--- src/rtl/rvfi_imem_track_check.sv ---
`default_nettype none
// ============================================================================
// Module   : rvfi_imem_track_check
// Purpose  : Self-learning instruction-memory consistency checker on the RVFI
//            retirement bus. Tracks NSLOT halfword slots, learns each slot from
//            its first covering fetch, follows stores and FENCE.I, checks the
//            retirement order sequence and captures the first error.
// Revision : 1.0 - initial release
// ============================================================================
module rvfi_imem_track_check #(
  parameter int XLEN  = 32,
  parameter int NRET  = 1,
  parameter int NSLOT = 2,
  parameter int WMODE = 1
) (
  input  logic                      clk,
  input  logic                      reset,
  input  logic [NSLOT*XLEN-1:0]     slot_addr,
  input  logic [NRET-1:0]           rvfi_valid,
  input  logic [NRET*64-1:0]        rvfi_order,
  input  logic [NRET*32-1:0]        rvfi_insn,
  input  logic [NRET*XLEN-1:0]      rvfi_pc_rdata,
  input  logic [NRET*XLEN-1:0]      rvfi_mem_addr,
  input  logic [NRET*XLEN/8-1:0]    rvfi_mem_wmask,
  input  logic [NRET*XLEN-1:0]      rvfi_mem_wdata,
  output logic                      err,
  output logic [1:0]                err_code,
  output logic [63:0]               err_order,
  output logic [$clog2(NSLOT):0]    err_slot,
  output logic [31:0]               chk_count
);

  localparam int BW = XLEN / 8;
  localparam int OB = $clog2(BW);
  localparam int SW = $clog2(NSLOT) + 1;

  localparam logic [1:0] CODE_MISMATCH = 2'd1;
  localparam logic [1:0] CODE_WSTRICT  = 2'd2;
  localparam logic [1:0] CODE_ORDER    = 2'd3;

  typedef enum logic [1:0] {
    S_EMPTY = 2'd0,
    S_VALID = 2'd1,
    S_STALE = 2'd2
  } slot_state_t;

  // Registered state
  slot_state_t    st_q  [NSLOT];
  logic [15:0]    old_q [NSLOT];
  logic [15:0]    new_q [NSLOT];
  logic           base_q;
  logic [63:0]    exp_q;
  logic           err_q;
  logic [1:0]     code_q;
  logic [63:0]    eorder_q;
  logic [SW-1:0]  eslot_q;
  logic [31:0]    chk_q;

  // Next-state values
  slot_state_t    st_d  [NSLOT];
  logic [15:0]    old_d [NSLOT];
  logic [15:0]    new_d [NSLOT];
  logic           base_d;
  logic [63:0]    exp_d;
  logic           err_d;
  logic [1:0]     code_d;
  logic [63:0]    eorder_d;
  logic [SW-1:0]  eslot_d;
  logic [31:0]    chk_d;

  // Per-channel / per-slot scratch values used while walking the channels
  logic [31:0]     ch_insn;
  logic [63:0]     ch_order;
  logic [XLEN-1:0] ch_pc;
  logic [XLEN-1:0] ch_addr;
  logic [XLEN-1:0] ch_wdata;
  logic [BW-1:0]   ch_wmask;
  logic [XLEN-1:0] slot_a;
  logic [OB-1:0]   off_lo;
  logic [OB-1:0]   off_hi;
  logic            lo_hit;
  logic            hi_hit;
  logic [15:0]     fval;
  logic            same_word;
  logic            byte_lo;
  logic            byte_hi;
  logic [15:0]     merged;
  logic            is_fencei;
  logic            mis;
  logic [SW-1:0]   mis_slot;
  logic            ws;
  logic [SW-1:0]   ws_slot;
  logic            ord_bad;

  // Walk the retirement channels in ascending order with sequential semantics
  always_comb begin
    st_d      = st_q;
    old_d     = old_q;
    new_d     = new_q;
    base_d    = base_q;
    exp_d     = exp_q;
    err_d     = err_q;
    code_d    = code_q;
    eorder_d  = eorder_q;
    eslot_d   = eslot_q;
    chk_d     = chk_q;
    ch_insn   = '0;
    ch_order  = '0;
    ch_pc     = '0;
    ch_addr   = '0;
    ch_wdata  = '0;
    ch_wmask  = '0;
    slot_a    = '0;
    off_lo    = '0;
    off_hi    = '0;
    lo_hit    = 1'b0;
    hi_hit    = 1'b0;
    fval      = '0;
    same_word = 1'b0;
    byte_lo   = 1'b0;
    byte_hi   = 1'b0;
    merged    = '0;
    is_fencei = 1'b0;
    mis       = 1'b0;
    mis_slot  = '0;
    ws        = 1'b0;
    ws_slot   = '0;
    ord_bad   = 1'b0;

    for (int ch = 0; ch < NRET; ch++) begin
      if (rvfi_valid[ch]) begin
        ch_insn  = rvfi_insn[ch*32 +: 32];
        ch_order = rvfi_order[ch*64 +: 64];
        ch_pc    = rvfi_pc_rdata[ch*XLEN +: XLEN];
        ch_addr  = rvfi_mem_addr[ch*XLEN +: XLEN];
        ch_wdata = rvfi_mem_wdata[ch*XLEN +: XLEN];
        ch_wmask = rvfi_mem_wmask[ch*BW +: BW];
        mis      = 1'b0;
        mis_slot = '0;
        ws       = 1'b0;
        ws_slot  = '0;
        ord_bad  = 1'b0;

        for (int s = 0; s < NSLOT; s++) begin
          slot_a = slot_addr[s*XLEN +: XLEN] & ~XLEN'(1);
          off_lo = {slot_a[OB-1:1], 1'b0};
          off_hi = {slot_a[OB-1:1], 1'b1};

          // Fetch check: a covering fetch either learns or is compared
          lo_hit = (ch_pc == slot_a);
          hi_hit = (ch_insn[1:0] == 2'b11) && ((ch_pc + XLEN'(2)) == slot_a);
          fval   = lo_hit ? ch_insn[15:0] : ch_insn[31:16];
          if (lo_hit || hi_hit) begin
            if (st_d[s] == S_EMPTY) begin
              st_d[s]  = S_VALID;
              old_d[s] = fval;
            end else begin
              if (chk_d != 32'hFFFF_FFFF) chk_d = chk_d + 32'd1;
              if (!((fval == old_d[s]) ||
                    ((st_d[s] == S_STALE) && (fval == new_d[s])))) begin
                if (!mis) begin
                  mis      = 1'b1;
                  mis_slot = SW'(s);
                end
              end
            end
          end

          // Store update: merge written bytes into the pending content
          same_word = ((ch_addr >> OB) == (slot_a >> OB));
          byte_lo   = same_word && ch_wmask[off_lo];
          byte_hi   = same_word && ch_wmask[off_hi];
          if (byte_lo || byte_hi) begin
            merged = (st_d[s] == S_VALID) ? old_d[s] : new_d[s];
            if (byte_lo) merged[7:0]  = ch_wdata[{off_lo, 3'b000} +: 8];
            if (byte_hi) merged[15:8] = ch_wdata[{off_hi, 3'b000} +: 8];
            new_d[s] = merged;
            if (st_d[s] == S_EMPTY) old_d[s] = merged;
            st_d[s] = S_STALE;
            if ((WMODE == 0) && !ws) begin
              ws      = 1'b1;
              ws_slot = SW'(s);
            end
          end
        end

        // FENCE.I commits every stale slot
        is_fencei = (ch_insn[6:0] == 7'b0001111) && (ch_insn[14:12] == 3'b001);
        if (is_fencei) begin
          for (int s = 0; s < NSLOT; s++) begin
            if (st_d[s] == S_STALE) begin
              st_d[s]  = S_VALID;
              old_d[s] = new_d[s];
            end
          end
        end

        // Order sequence: first retirement sets the baseline, mismatch resyncs
        if (base_d && (ch_order != exp_d)) ord_bad = 1'b1;
        base_d = 1'b1;
        exp_d  = ch_order + 64'd1;

        // First-error capture with per-channel priority
        if (!err_d && (mis || ws || ord_bad)) begin
          err_d    = 1'b1;
          eorder_d = ch_order;
          if (mis) begin
            code_d  = CODE_MISMATCH;
            eslot_d = mis_slot;
          end else if (ws) begin
            code_d  = CODE_WSTRICT;
            eslot_d = ws_slot;
          end else begin
            code_d  = CODE_ORDER;
            eslot_d = '1;
          end
        end
      end
    end
  end

  // State register with synchronous reset overriding same-cycle retirements
  always_ff @(posedge clk) begin
    if (reset) begin
      for (int s = 0; s < NSLOT; s++) begin
        st_q[s]  <= S_EMPTY;
        old_q[s] <= '0;
        new_q[s] <= '0;
      end
      base_q   <= 1'b0;
      exp_q    <= '0;
      err_q    <= 1'b0;
      code_q   <= '0;
      eorder_q <= '0;
      eslot_q  <= '0;
      chk_q    <= '0;
    end else begin
      st_q     <= st_d;
      old_q    <= old_d;
      new_q    <= new_d;
      base_q   <= base_d;
      exp_q    <= exp_d;
      err_q    <= err_d;
      code_q   <= code_d;
      eorder_q <= eorder_d;
      eslot_q  <= eslot_d;
      chk_q    <= chk_d;
    end
  end

  assign err       = err_q;
  assign err_code  = code_q;
  assign err_order = eorder_q;
  assign err_slot  = eslot_q;
  assign chk_count = chk_q;

endmodule
`default_nettype wire
--- config.mk ---
export PLATFORM = sky130hd
export DESIGN_NAME = rvfi_imem_track_check
export DESIGN_NICKNAME = d
export VERILOG_FILES = /design/src/rtl/rvfi_imem_track_check.sv
export SDC_FILE = /design/constraint.sdc
export NUM_CORES = 1
export LEC_CHECK = 0
export CAP_MARGIN = 10
export CORE_UTILIZATION = 45
export CTS_CLUSTER_DIAMETER = 200
export DETAILED_ROUTE_END_ITERATION = 16
export DONT_BUFFER_PORTS = 1
export SLEW_MARGIN = 10
export SYNTH_ARGS = -nofsm -noshare
export SYNTH_HDL_FRONTEND = slang
export SYNTH_SLANG_ARGS = --single-unit
--- constraint.sdc ---
create_clock -name clk -period 7.5 [get_ports clk]
set_input_delay 0.375 -clock clk [delete_from_list [all_inputs] [get_ports clk]]
set_output_delay 0.375 -clock clk [all_outputs]
set_load 0.02 [all_outputs]
# Word level (Yosys, flattened, before mapping)

Cells that the tools add are included.

Output and inout bits: 101
Logic and storage cells: 138
Input port bits: 263
Register bits after elaboration: 234

Equality and inequality tests: 22
$lt $le $gt $ge: 4
Shifts and indexed selects: 4
Reduce and logical (&&, ||, !) cells: 24
Add/sub/neg operators: 4
Multiplexer cells: 67

Operator list:

| operator              | number |
|---|---|
| $mux 16               | 18 |
| $mux 32               | 8 |
| $eq 32x32->1          | 4 |
| $shiftx 32x6->8       | 4 |
| $add 32x1->32 const B | 2 |
| $add 64x1->64 const B | 1 |
| $eq 16x16->1          | 4 |
| $ne 32x32->1 const B  | 2 |
| $ne 64x64->1          | 1 |
| $eq 30x30->1          | 2 |
| $add 32x2->32 const B | 1 |
| $mux 8                | 4 |
| $mux 2                | 14 |
| $mux 1                | 22 |
| $lt 2x3->1 const B    | 4 |
| $logic_and 1x1->1     | 11 |
| $eq 2x2->1 const B    | 5 |
| $logic_not 2->1       | 4 |
| $eq 7x4->1 const B    | 1 |
| $logic_or 1x1->1      | 7 |
| $eq 2x1->1 const B    | 2 |
| $mux 4                | 1 |
| $eq 3x1->1 const B    | 1 |
| $reduce_and 2->1      | 1 |
| $logic_not 1->1       | 1 |

# Depth between registers and ports, before layout

Gate-level depths: netlist of run 1.

Word-level depth: 16
Gate-level depth with buffers: 20
Depth with buffers taken out: 14

# Worst setup path after synthesis of run 1

No wires, ideal clock.

Path type: input-to-reg
From: input rvfi_pc_rdata[1]
To: register chk_q[2], in the netlist chk_count[2]
Arrival time: 5.370 ns
Stages on the path: 17
Path slack: 2.007 ns
Buffers on the path: 3
Path through: ha_1 > nand3_2 > or4_1 > buf_2 > or4_1 > a211o_1 > or3_1 > buf_2 > nor4_4 > o21ai_1 > o21a_1 > or4_4 > or4b_1 > buf_2 > a22o_1 > a311oi_1 > mux2_1

Word-level cells in the longest chain between the ends: 10

RTL lines:

| what                                                 | RTL line | RTL |
|---|---|---|
| start: declaration                                   | 22       | `input logic [NRET*XLEN-1:0] rvfi_pc_rdata,` |
| $add 32x2->32                                        | 151      | `hi_hit = (ch_insn[1:0] == 2'b11) && ((ch_pc + XLEN'(2)) == slot_a);` |
| $eq 32x32->1                                         | 151      |  |
| $logic_and 1x1->1                                    | 151      |  |
| $logic_or 1x1->1                                     | 153      | `if (lo_hit \|\| hi_hit) begin` |
| $mux 32                                              | 153      |  |
| $mux 32                                              | 131      | `if (rvfi_valid[ch]) begin` |
| $add 32x1->32 / $ne 32x32->1 (equally long branches) | 158      | `if (chk_d != 32'hFFFF_FFFF) chk_d = chk_d + 32'd1;` |
| $mux 32                                              | 158      |  |
| $mux 32                                              | 154      | `if (st_d[s] == S_EMPTY) begin` |
| $mux 32 (*)                                          | 153      |  |
| end signal: assignment                               | 247      | `chk_q <= chk_d;` |
| end: declaration                                     | 57       | `logic [31:0] chk_q;` |

Mark *: on every way between the ends. The rest lies on a longest branch, timed or not. The select of a mux whose other input is x is not followed.
A chain may end at the register's enable or synchronous reset.

# Final worst setup path of run 1

From: register chk_q[0], in the netlist chk_count[0]
To: register chk_q[2], in the netlist chk_count[2]

Word-level cells in the longest chain between the ends: 9

RTL lines:

| what                                                 | RTL line |
|---|---|
| $add 32x1->32 / $ne 32x32->1 (equally long branches) | 158 |
| $mux 32                                              | 158 |
| $mux 32                                              | 154 |
| $mux 32 (*)                                          | 153 |
| $mux 32 (*)                                          | 131 |
| $add 32x1->32 / $ne 32x32->1 (equally long branches) | 158 |
| $mux 32                                              | 158 |
| $mux 32                                              | 154 |
| $mux 32 (*)                                          | 153 |

Marks and branches as above.

==> flow_summary_export.csv, run 1 <==
group,metric,value,unit
drt,route.detailed.drc,0,
drt,dr.pass1.iters,6,
logic_synthesis,syn-cell-area,0.0193,sq mm
place,place_inst,2896,
place,gp_congestion,0.967,
floorplan,start_util,45.8,%
place,dpl-instance-area,0.0194,sq mm
logic_synthesis,synth_seq_cells,232,
critical_path,critPathMaxFanout,11,
power_and_ir_drop,powerDensity,160,mW/mm^2
global_routing,grt_overflow,0,
sta,hold_viol_final,0,
drt,routed-via-count,19300,
sta,period_needed,5790,ps
drt,antenna_left,0,
clocking,cts_buffer_depth,3,
sta,grt_setup_unrepaired,"no",
logic_synthesis,seq_area_frac_synth,24.1,%
global_routing,grt_pass1_vias,18400,
run,cap_violations,0,
floorplan,dieWidth,209,microns
logic_synthesis,syn_nets,2786,
sta,setup_tns,0,ps
place,hpwl,50.3,mm
finish,fin_area,0.0212,sq mm
floorplan,dieArea,0.0436,sq mm
global_routing,antenna_found_initial,2,
sta,drv_slew,0,
place,port_buffers,0,
global_routing,met2_usage,49.3,%
drt,viasPerCell,6.37,
clocking,clock_latency,580,ps
floorplan,rows,75,
global_routing,top_usage_layer,"met2",
power_and_ir_drop,vdd_ir_drop_max,0.166,mV
logic_synthesis,syn_area_per_cell,7.64,sq um
critical_path,crit_type,"flip-flop to flip-flop",
clocking,cts_tree,"done",
finish,stdcell_count,3022,
critical_path,cp.required,7960,ps
finish,final_cell_mix,"261 x nand2_1, 232 x nor2_1, 232 x dfxtp_1",
hold_path,hp-class,"input pin to flip-flop",
floorplan,core,0.0420,sq mm
critical_path,cp-end-kind,"flip-flop",
global_routing,track_usage,31.3,%
place,place_ws,1210,ps
clocking,root_buffer,"clkbuf_16",
finish,areaGrowthSynthToFinish,10.1,%
sta,period_share,77.2,%
clocking,numCtsBuffers,28,
sta,layout_setup_ws,1710,ps
critical_path,start_kind,"flip-flop",
floorplan,ios,364,
finish,fin_nets,2724,
clocking,cts.htree.levels,1,
logic_synthesis,ys_async_sr_fraction,0,%
logic_synthesis,synth_edf_count,0,
clocking,post-cts-setup-buffers,0,
logic_synthesis,yosysWarnings,0,
floorplan,die_y,209,microns
sta,fin_skew,21.1,ps
clocking,clkTransAtPathRegs,60,ps
global_routing,grt_use_met3,7.29,%
finish,drive_gt1_share,6.05,%
critical_path,arrival,6250,ps
sta,relSlewSlack,20.5,%
global_routing,grt_max_degree,144,
drt,drt_iter0_markers,1746,
logic_synthesis,synthDistinctLibCells,87,
finish,final_common_cell,"nand2_1",
clocking,clock_sinks,232,
global_routing,grt_pass1_wl,109,mm
logic_synthesis,syn_inst,2520,
finish,fillers,4055,
global_routing,grt_use_met1,41.4,%
sta,max_freq,0.173,GHz
sta,setup_violations,0,
clocking,post_cts_resized,0,
logic_synthesis,synthFlopType,"dfxtp_1",
drt,wire_per_inst,23.4,microns
power_and_ir_drop,leakagePower,7.53,nW
sta,tightest_slew,1190,ps
drt,drt_wl_total,70.7,mm
run_status,status,"finished, final reports clean",
## state kept, by name, summed over array words and instances, names as in the netlist
| name | cells |
|---|---|
| err_order | 64 |
| exp_q | 64 |
| chk_count | 32 |
| new_q | 32 |
| old_q | 32 |
| st_q | 4 |
| err_code | 2 |
| base_q | 1 |
| err_slot | 1 |
## repair_timing
item	in CTS	in global routing
hold buffers	71	0
hold endpoints to repair	207	0
endpoints found under the setup margin	0	0
## power breakdown
part	switching (mW)	leakage, nW	total (mW)	internal [mW]
registers	0.0720	1.90	1.36	1.29
clock network	0.593	0.491	1.51	0.922
logic	0.296	5.14	0.529	0.233
## kinds of logic after synthesis
| kind of cell | after synthesis | synth area share (%) |
|---|---|---|
| compound gates | 467 | 16.2 |
| xor+xnor | 331 | 15.1 |
| fa+ha+maj | 3 | 0.195 |
| buf+inv | 215 | 4.38 |
| flops | 232 | 24.1 |
| mux | 260 | 13.8 |
| simple gates | 1012 | 26.3 |
## area by class of cell
cell class                 instances  area (sq um)  share of cell area (%)
antenna                            3          7.51                  0.0354
clock inverter                    11           210                   0.991
clock buffer                      41           810                    3.82
inverter                          28           108                   0.507
tap                              539           674                    3.18
multi-input combinational       2073         13800                    65.2
timing repair buffer              95           936                    4.41
sequential                       232          4640                    21.9
## cells in the mapped netlist, types with 4 or more instances
cell / number / area (sq um)
a311oi_1: 20 / 175
a211oi_1: 108 / 811
buf_1: 12 / 45.0
or2_2: 12 / 75.1
xnor2_1: 160 / 1400
and3_1: 39 / 244
buf_2: 17 / 85.1
nand3b_1: 6 / 45.0
mux2i_1: 220 / 2200
a31oi_1: 31 / 194
o21ai_0: 95 / 475
nor3_1: 93 / 465
nor2b_1: 16 / 100
clkbuf_1: 154 / 578
xor2_1: 171 / 1500
buf_4: 4 / 30.0
inv_1: 26 / 97.6
nor4b_1: 6 / 52.6
o311ai_0: 5 / 43.8
dfxtp_1: 232 / 4640
nand4_1: 78 / 488
o21a_1: 4 / 30.0
o211ai_1: 13 / 97.6
or3_1: 41 / 257
a41oi_1: 6 / 52.6
nand3_1: 79 / 395
and2_1: 17 / 106
o22ai_1: 37 / 231
a21boi_0: 4 / 30.0
nand2b_1: 12 / 75.1
or4_1: 15 / 113
mux2_2: 39 / 439
nand2_1: 261 / 980
o2111ai_1: 7 / 61.3
nor3b_1: 6 / 45.0
and4_1: 20 / 175
nor4_1: 58 / 363
o31ai_1: 8 / 60.1
nor2_1: 233 / 875
a21oi_1: 77 / 385
## path summary, 6_finish.rpt
| kind | start | endpoint | slack, ps | cells past startpoint |
|---|---|---|---|---|
| setup reg to reg | chk_count[0] | chk_count[2] | 1710 | 14 |
| setup / recovery | chk_count[0] | chk_count[2] | 1710 | 14 |
| hold reg to reg | base_q | base_q | 470 | 2 |
| hold / removal | reset | chk_count[2] | 30 | 2 |
## metrics by stage
stage | total power [mW] | util, % | hold slack, ps
finish | 3.40 | 50.4 | 25.9
global route | 3.53 | 50.4 | 13.5
CTS | 3.42 | 50.4 | 0.435
detailed placement | 1.84 | 46.2 | 456
global placement | 1.83 | 46.2 | 446
floorplan | 1.77 | - | 434
## critical path, stage by stage, from the launching register on
cell      delay [ps]
dfxtp_1          620
ha_1             360
nand2_1          280
or3_1            470
a2111o_1         550
or3_1            380
or4_1            410
nor4_1           180
a211oi_1         110
a21oi_1          210
nand3_1          360
or4b_1           820
a22o_1           250
a311oi_1         310
mux2_1           350
## per-layer routing
metal,vias to the layer above,part of all wire [%]
li1,9067,-
met1,9196,42
met2,840,45
met3,155,9.2
met4,0,4.0
met5,-,0
No activity file was read; power rests on OpenSTA's default activity.
==> inputs of run 2 (changes only) <==
--- a/config.mk
+++ b/config.mk
@@ -5,6 +5,7 @@
 export SDC_FILE = /design/constraint.sdc
 export NUM_CORES = 1
 export LEC_CHECK = 0
+export ABC_AREA = 1
 export CAP_MARGIN = 10
 export CORE_UTILIZATION = 45
 export CTS_CLUSTER_DIAMETER = 200
==> constraint.sdc (replaced) <==
create_clock -name clk -period 4.95 [get_ports clk]
set_input_delay 0.2475 -clock clk [delete_from_list [all_inputs] [get_ports clk]]
set_output_delay 0.2475 -clock clk [all_outputs]
set_load 0.02 [all_outputs]
==> flow_summary_export.csv, run 2 <==
group,metric,value,unit
logic_synthesis,yosysTopAreaCellShare,21.4,%
finish,drive_gt1_share,4.59,%
floorplan,start_util,45.5,%
place,gp_congestion,0.996,
place,hpwl,63.6,mm
sta,grt_setup_unrepaired,"no",
critical_path,start_kind,"flip-flop",
logic_synthesis,syn_inst,3798,
critical_path,cp.required,5460,ps
run,cap_violations,0,
floorplan,dieWidth,221,microns
clocking,cts_tree,"done",
power_and_ir_drop,vdd_ir_drop_max,0.261,mV
finish,areaGrowthSynthToFinish,9.98,%
logic_synthesis,synth_edf_count,0,
clocking,cts_buffer_depth,3,
finish,fillers,5199,
drt,dr.pass1.iters,7,
clocking,clock_sinks,232,
drt,wire_per_inst,19.3,microns
sta,relSlewSlack,29.7,%
place,dpl-instance-area,0.0221,sq mm
logic_synthesis,yosysMostFrequentCell,"nand2_1",
place,place_inst,4308,
sta,tightest_slew,1050,ps
logic_synthesis,ys_async_sr_fraction,0,%
power_and_ir_drop,pwr-share-clk,43.4,%
sta,max_freq,0.233,GHz
logic_synthesis,synth_seq_cells,232,
critical_path,reg2reg_depth,24,
floorplan,ios,364,
finish,diodes,0,
logic_synthesis,seq_area_frac_synth,21.4,%
clocking,clock_latency,600,ps
power_and_ir_drop,switching_share,31.9,%
power_and_ir_drop,power_switching,1.78,mW
hold_path,hp-class,"input pin to flip-flop",
sta,whs,21.0,ps
drt,dr.max_layer_used,"met4",
floorplan,rows,80,
finish,fin_area,0.0238,sq mm
critical_path,arrival,4810,ps
global_routing,grt_pass1_vias,22100,
power_and_ir_drop,powerDensity,234,mW/mm^2
logic_synthesis,synth_commonest_cells,"916 x nand2_1, 581 x inv_1, 528 x nor2_1",
global_routing,grt_max_degree,188,
finish,stdcell_count,4424,
floorplan,die_y,221,microns
logic_synthesis,syn_nets,4064,
finish,final_common_cell,"nand2_1",
drt,wl_met1,36.1,mm
sta,period_needed,4300,ps
logic_synthesis,synth_top_cell_by_area,"dfxtp_1",
run_status,status,"finished, final reports clean",
drt,viasPerCell,5.48,
logic_synthesis,synthFlopType,"dfxtp_1",
drt,drt_wl_total,85.3,mm
clocking,cts.htree.levels,1,
drt,routed-via-count,24200,
sta,setup_violations,0,
logic_synthesis,yosys-top-cells-area,"dfxtp_1 21%, nand2_1 16%, inv_1 10%",
power_and_ir_drop,pwr-share-seq,37.5,%
drt,drt_iter0_markers,2189,
clocking,numCtsBuffers,29,
power_and_ir_drop,internal-power,3.79,mW
clocking,root_buffer,"clkbuf_16",
sta,hold_viol_final,0,
clocking,clkTransAtPathRegs,60,ps
hold_path,hold_end,"err_order[33]",
hold_path,worstHoldStart,"rvfi_order[33]",
floorplan,dieArea,0.0490,sq mm
critical_path,critPathMaxFanout,25,
critical_path,cp-end-kind,"flip-flop",
drt,met2_length,38.3,mm
global_routing,track_usage,33.6,%
drt,dr_wl_met3,7.65,mm
critical_path,crit_type,"flip-flop to flip-flop",
sta,setup_tns,0,ps
logic_synthesis,syn_area_per_cell,5.70,sq um
power_and_ir_drop,p_comb_share,19.1,%
place,place_ws,603,ps
critical_path,worstReg2RegEnd,"chk_count[16]",
sta,period_share,86.9,%
logic_synthesis,yosysWarnings,0,
finish,final_cell_mix,"916 x nand2_1, 579 x inv_1, 528 x nor2_1",
finish,utilization,50.0,%
global_routing,grt_overflow,0,
floorplan,core,0.0476,sq mm
sta,fin_skew,17.6,ps
finish,fin_nets,4052,
logic_synthesis,syn-cell-area,0.0217,sq mm
sta,drv_slew,0,
drt,antenna_left,0,
place,port_buffers,0,
hold_path,hold_depth,4,
critical_path,reg2reg_setup_slack,650,ps
sta,layout_setup_ws,650,ps
power_and_ir_drop,leakagePower,10.7,nW
logic_synthesis,synthDistinctLibCells,55,
global_routing,grt_pass1_wl,130,mm
global_routing,antenna_found_initial,0,
critical_path,r2r-start,"chk_count[0]",
power_and_ir_drop,total_power,5.57,mW
drt,route.detailed.drc,0,
[run 2: area by class of cell]
type	count	area, sq um	area share (%)
inverters	612	2300	9.66
repair buffers	112	1040	4.38
multi-input cells	2799	14000	58.8
well taps	615	769	3.23
clock buffers	40	817	3.43
clock inverters	14	243	1.02
flip-flops and latches	232	4640	19.5
[run 2: power groups by stage]
stage | combinational, mW | sequential [mW] | clock [mW]
global placement | 0.946 | 2.13 | 0
CTS | 1.05 | 2.09 | 2.45
finish | 1.07 | 2.09 | 2.42
detailed placement | 0.946 | 2.13 | 0
global route | 1.18 | 2.10 | 2.52
floorplan | 0.731 | 2.12 | 0
[run 2: repair_timing]
item                      in CTS  in global routing
hold buffers                  62                  0
hold endpoints to repair     231                  0
resized for setup              0                  0
setup buffers                  0                  0
[run 2: worst max path at each step]
stage / startpoint / end / slack [ps] / depth (start not counted)
floorplan: chk_count[1] / chk_count[26] / 1750 / 21
global placement: slot_addr[9] / err_code[1] / 730 / 16
detailed placement: slot_addr[9] / err_code[1] / 600 / 16
CTS: chk_count[0] / chk_count[16] / 810 / 24
global route: chk_count[0] / chk_count[16] / 230 / 24
finish: chk_count[0] / chk_count[16] / 650 / 24
[run 2: per-layer routing]
| layer | global-route usage (%) | vias to the layer above |
|---|---|---|
| li1 | - | 12100 |
| met1 | 43.9 | 10900 |
| met2 | 54.9 | 1067 |
| met3 | 6.65 | 176 |
| met4 | 11.7 | 0 |
| met5 | 0 | - |
[run 2: kinds of logic (layout without fill, tap and decap cells)]
kind of cell	Yosys count	after routing	share of synthesized area, %
AO/OA/AOI/OAI	528	528	13.3
AND/OR/NAND/NOR	2001	2001	40.2
XOR/XNOR	265	265	10.7
flip-flops	232	232	21.4
buffers and inverters	767	778	14.0
adder cells (fa/ha/maj)	3	3	0.173
multiplexers	2	2	0.104
[run 2: worst max-delay path, stage by stage, from the launching register on]
cell     delay [ps]
dfxtp_1         600
ha_1            360
nand2_1         100
inv_1           120
nand3_1         160
nor2_1          320
nand3_1         170
nor2_1          120
nand3_1         170
nand2_1         200
nor2_1           70
xnor2_1         120
inv_1            60
nand2_1          60
nand2_1         170
nand2_1         110
nor2_1          190
nand2_1         140
nor2_4          130
nand3_4         270
nand2_1         230
nor2_1           80
nand3_1          70
nand2_1          70
a21oi_1         120
==> inputs of run 3 (changes only) <==
--- a/config.mk
+++ b/config.mk
@@ -11,6 +11,7 @@
 export CTS_CLUSTER_DIAMETER = 200
 export DETAILED_ROUTE_END_ITERATION = 16
 export DONT_BUFFER_PORTS = 1
+export GPL_TIMING_DRIVEN = 0
 export SLEW_MARGIN = 10
 export SYNTH_ARGS = -nofsm -noshare
 export SYNTH_HDL_FRONTEND = slang
==> constraint.sdc (replaced) <==
create_clock -name clk -period 4.55 [get_ports clk]
set_input_delay 0.2275 -clock clk [delete_from_list [all_inputs] [get_ports clk]]
set_output_delay 0.2275 -clock clk [all_outputs]
set_load 0.02 [all_outputs]
==> flow_summary_export.csv, run 3 (same netlist as run 2, synthesis figures left out) <==
group,metric,value,unit
run_status,status,"finished, final reports clean",
floorplan,dieArea,0.0490,sq mm
drt,route.detailed.drc,0,
drt,drt_iter0_markers,2270,
sta,hold_viol_final,0,
finish,areaGrowthSynthToFinish,11.3,%
power_and_ir_drop,vdd_ir_drop_max,0.295,mV
power_and_ir_drop,total_power,6.11,mW
drt,antenna_left,0,
clocking,numCtsBuffers,29,
sta,drv_slew,0,
drt,routed-via-count,25200,
clocking,clock_sinks,232,
finish,regArea,0.00465,sq mm
sta,max_freq,0.235,GHz
drt,dr.max_layer_used,"met4",
floorplan,ios,364,
finish,fillers,5266,
critical_path,start_kind,"flip-flop",
sta,fin_skew,31.6,ps
drt,dr.pass1.iters,6,
critical_path,cp-end-kind,"flip-flop",
critical_path,reg2reg_setup_slack,300,ps
floorplan,dieWidth,221,microns
finish,multi_input_area,0.0140,sq mm
place,gp_congestion,1.01,
clocking,clock_latency,600,ps
place,port_buffers,0,
global_routing,grt_max_degree,15,
drt,wl_met1,38.2,mm
global_routing,grt_pass1_vias,23800,
floorplan,start_util,45.5,%
drt,drt_wl_total,94.1,mm
clocking,cts_buffer_depth,3,
power_and_ir_drop,powerDensity,253,mW/mm^2
drt,viasPerCell,5.56,
clocking,clkTransAtPathRegs,60,ps
clocking,root_buffer,"clkbuf_16",
sta,grt_setup_unrepaired,"no",
global_routing,grt_pass1_wl,141,mm
hold_path,hp-class,"input pin to flip-flop",
finish,final_common_cell,"nand2_1",
finish,diodes,0,
critical_path,r2r-start,"chk_count[0]",
drt,met2_length,42.0,mm
critical_path,endpoint,"chk_count[22]",
clocking,cts_tree,"done",
place,hpwl,74.7,mm
critical_path,arrival,4690,ps
sta,period_share,93.5,%
critical_path,cp.required,4990,ps
critical_path,critPathMaxFanout,10,
sta,setup_violations,0,
drt,dr_wl_met3,9.40,mm
place,place_ws,-143,ps
floorplan,rows,80,
sta,tightest_slew,1140,ps
power_and_ir_drop,leakagePower,10.7,nW
finish,fin_nets,4155,
floorplan,core,0.0476,sq mm
global_routing,grt_overflow,0,
finish,final_cell_mix,"916 x nand2_1, 581 x inv_1, 528 x nor2_1",
global_routing,track_usage,37.3,%
drt,wire_per_inst,20.8,microns
critical_path,crit_type,"flip-flop to flip-flop",
global_routing,antenna_found_initial,1,
critical_path,crit_path_start,"chk_count[0]",
sta,period_needed,4250,ps
sta,relSlewSlack,24.0,%
finish,drive_gt1_share,4.22,%
clocking,cts.htree.levels,1,
critical_path,reg2reg_depth,17,
sta,layout_setup_ws,296,ps
critical_path,worstReg2RegEnd,"chk_count[22]",
run,cap_violations,0,
floorplan,die_y,221,microns
run 3: worst max-delay path, stage by stage (launching register included):
cell and delay (ps):
dfxtp_2 520, ha_1 260, nand2_1 80, inv_1 130
nand3_1 170, nor2_1 320, nand4_1 380, clkbuf_1 380
o211ai_1 170, o21ai_0 130, nand2_1 110, nand4_1 230
nor3_2 460, nand2_1 170, nor2_1 310, nand3_1 120
nand2_1 110, a21oi_1 80
run 3: what timing repair did:
item	CTS	global route
endpoints found under the hold margin	99	0
resized for setup	1	2
setup buffers	0	0
hold buffers	58	0
endpoints found under the setup margin	1	20
run 3: metal layers:
| layer | vias up | GRT usage, % |
|---|---|---|
| met4 | 0 | 17.0 |
| li1 | 12300 | - |
| met2 | 1207 | 61.0 |
| met3 | 238 | 8.11 |
| met1 | 11500 | 46.7 |
| met5 | - | 0 |
run 3: report_power, final:
part	total (mW)	switching, mW	internal [mW]
sequential	2.30	0.169	2.13
combinational	1.18	0.781	0.399
clock	2.63	1.03	1.60
total	6.11	1.98	4.13
run 3: cell type report:
type	instances	area share [%]
Buffer	155	3.03
Sequential cell	232	19.3
Multi-Input combinational cell	2799	58.1
Timing Repair Buffer	60	2.47
Inverter	612	9.53
Tap cell	615	3.19
Clock inverter	18	1.12
Clock buffer	36	3.33
run 3: metrics by stage:
| stage | utilization [%] | hold slack [ps] | cell area (sq um) | setup TNS (ps) | std cells |
|---|---|---|---|---|---|
| final | 50.6 | 8.27 | 24100 | 0 | 4527 |
| after global routing | 50.6 | 44.9 | 24100 | 0 | 4527 |
| after CTS | 50.6 | 4.75 | 24100 | 0 | 4527 |
| after detailed placement | 47.1 | 336 | 22500 | -5320 | 4415 |
| after global placement | 47.1 | 336 | 22400 | -10090 | 4413 |
| after floorplan | - | 322 | 21700 | 0 | 3798 |
run 3: how the worst min path moves through the flow:
stage / start / end / slack, ps / depth (start not counted)
detailed placement: rvfi_order[0] / exp_q[0] / 340 / 1
global placement: rvfi_order[0] / exp_q[0] / 340 / 1
global route: rvfi_order[3] / err_order[3] / 40 / 4
CTS: rvfi_order[7] / exp_q[9] / 5 / 5
floorplan: rvfi_order[0] / exp_q[0] / 320 / 1
finish: rvfi_order[3] / err_order[3] / 8 / 4
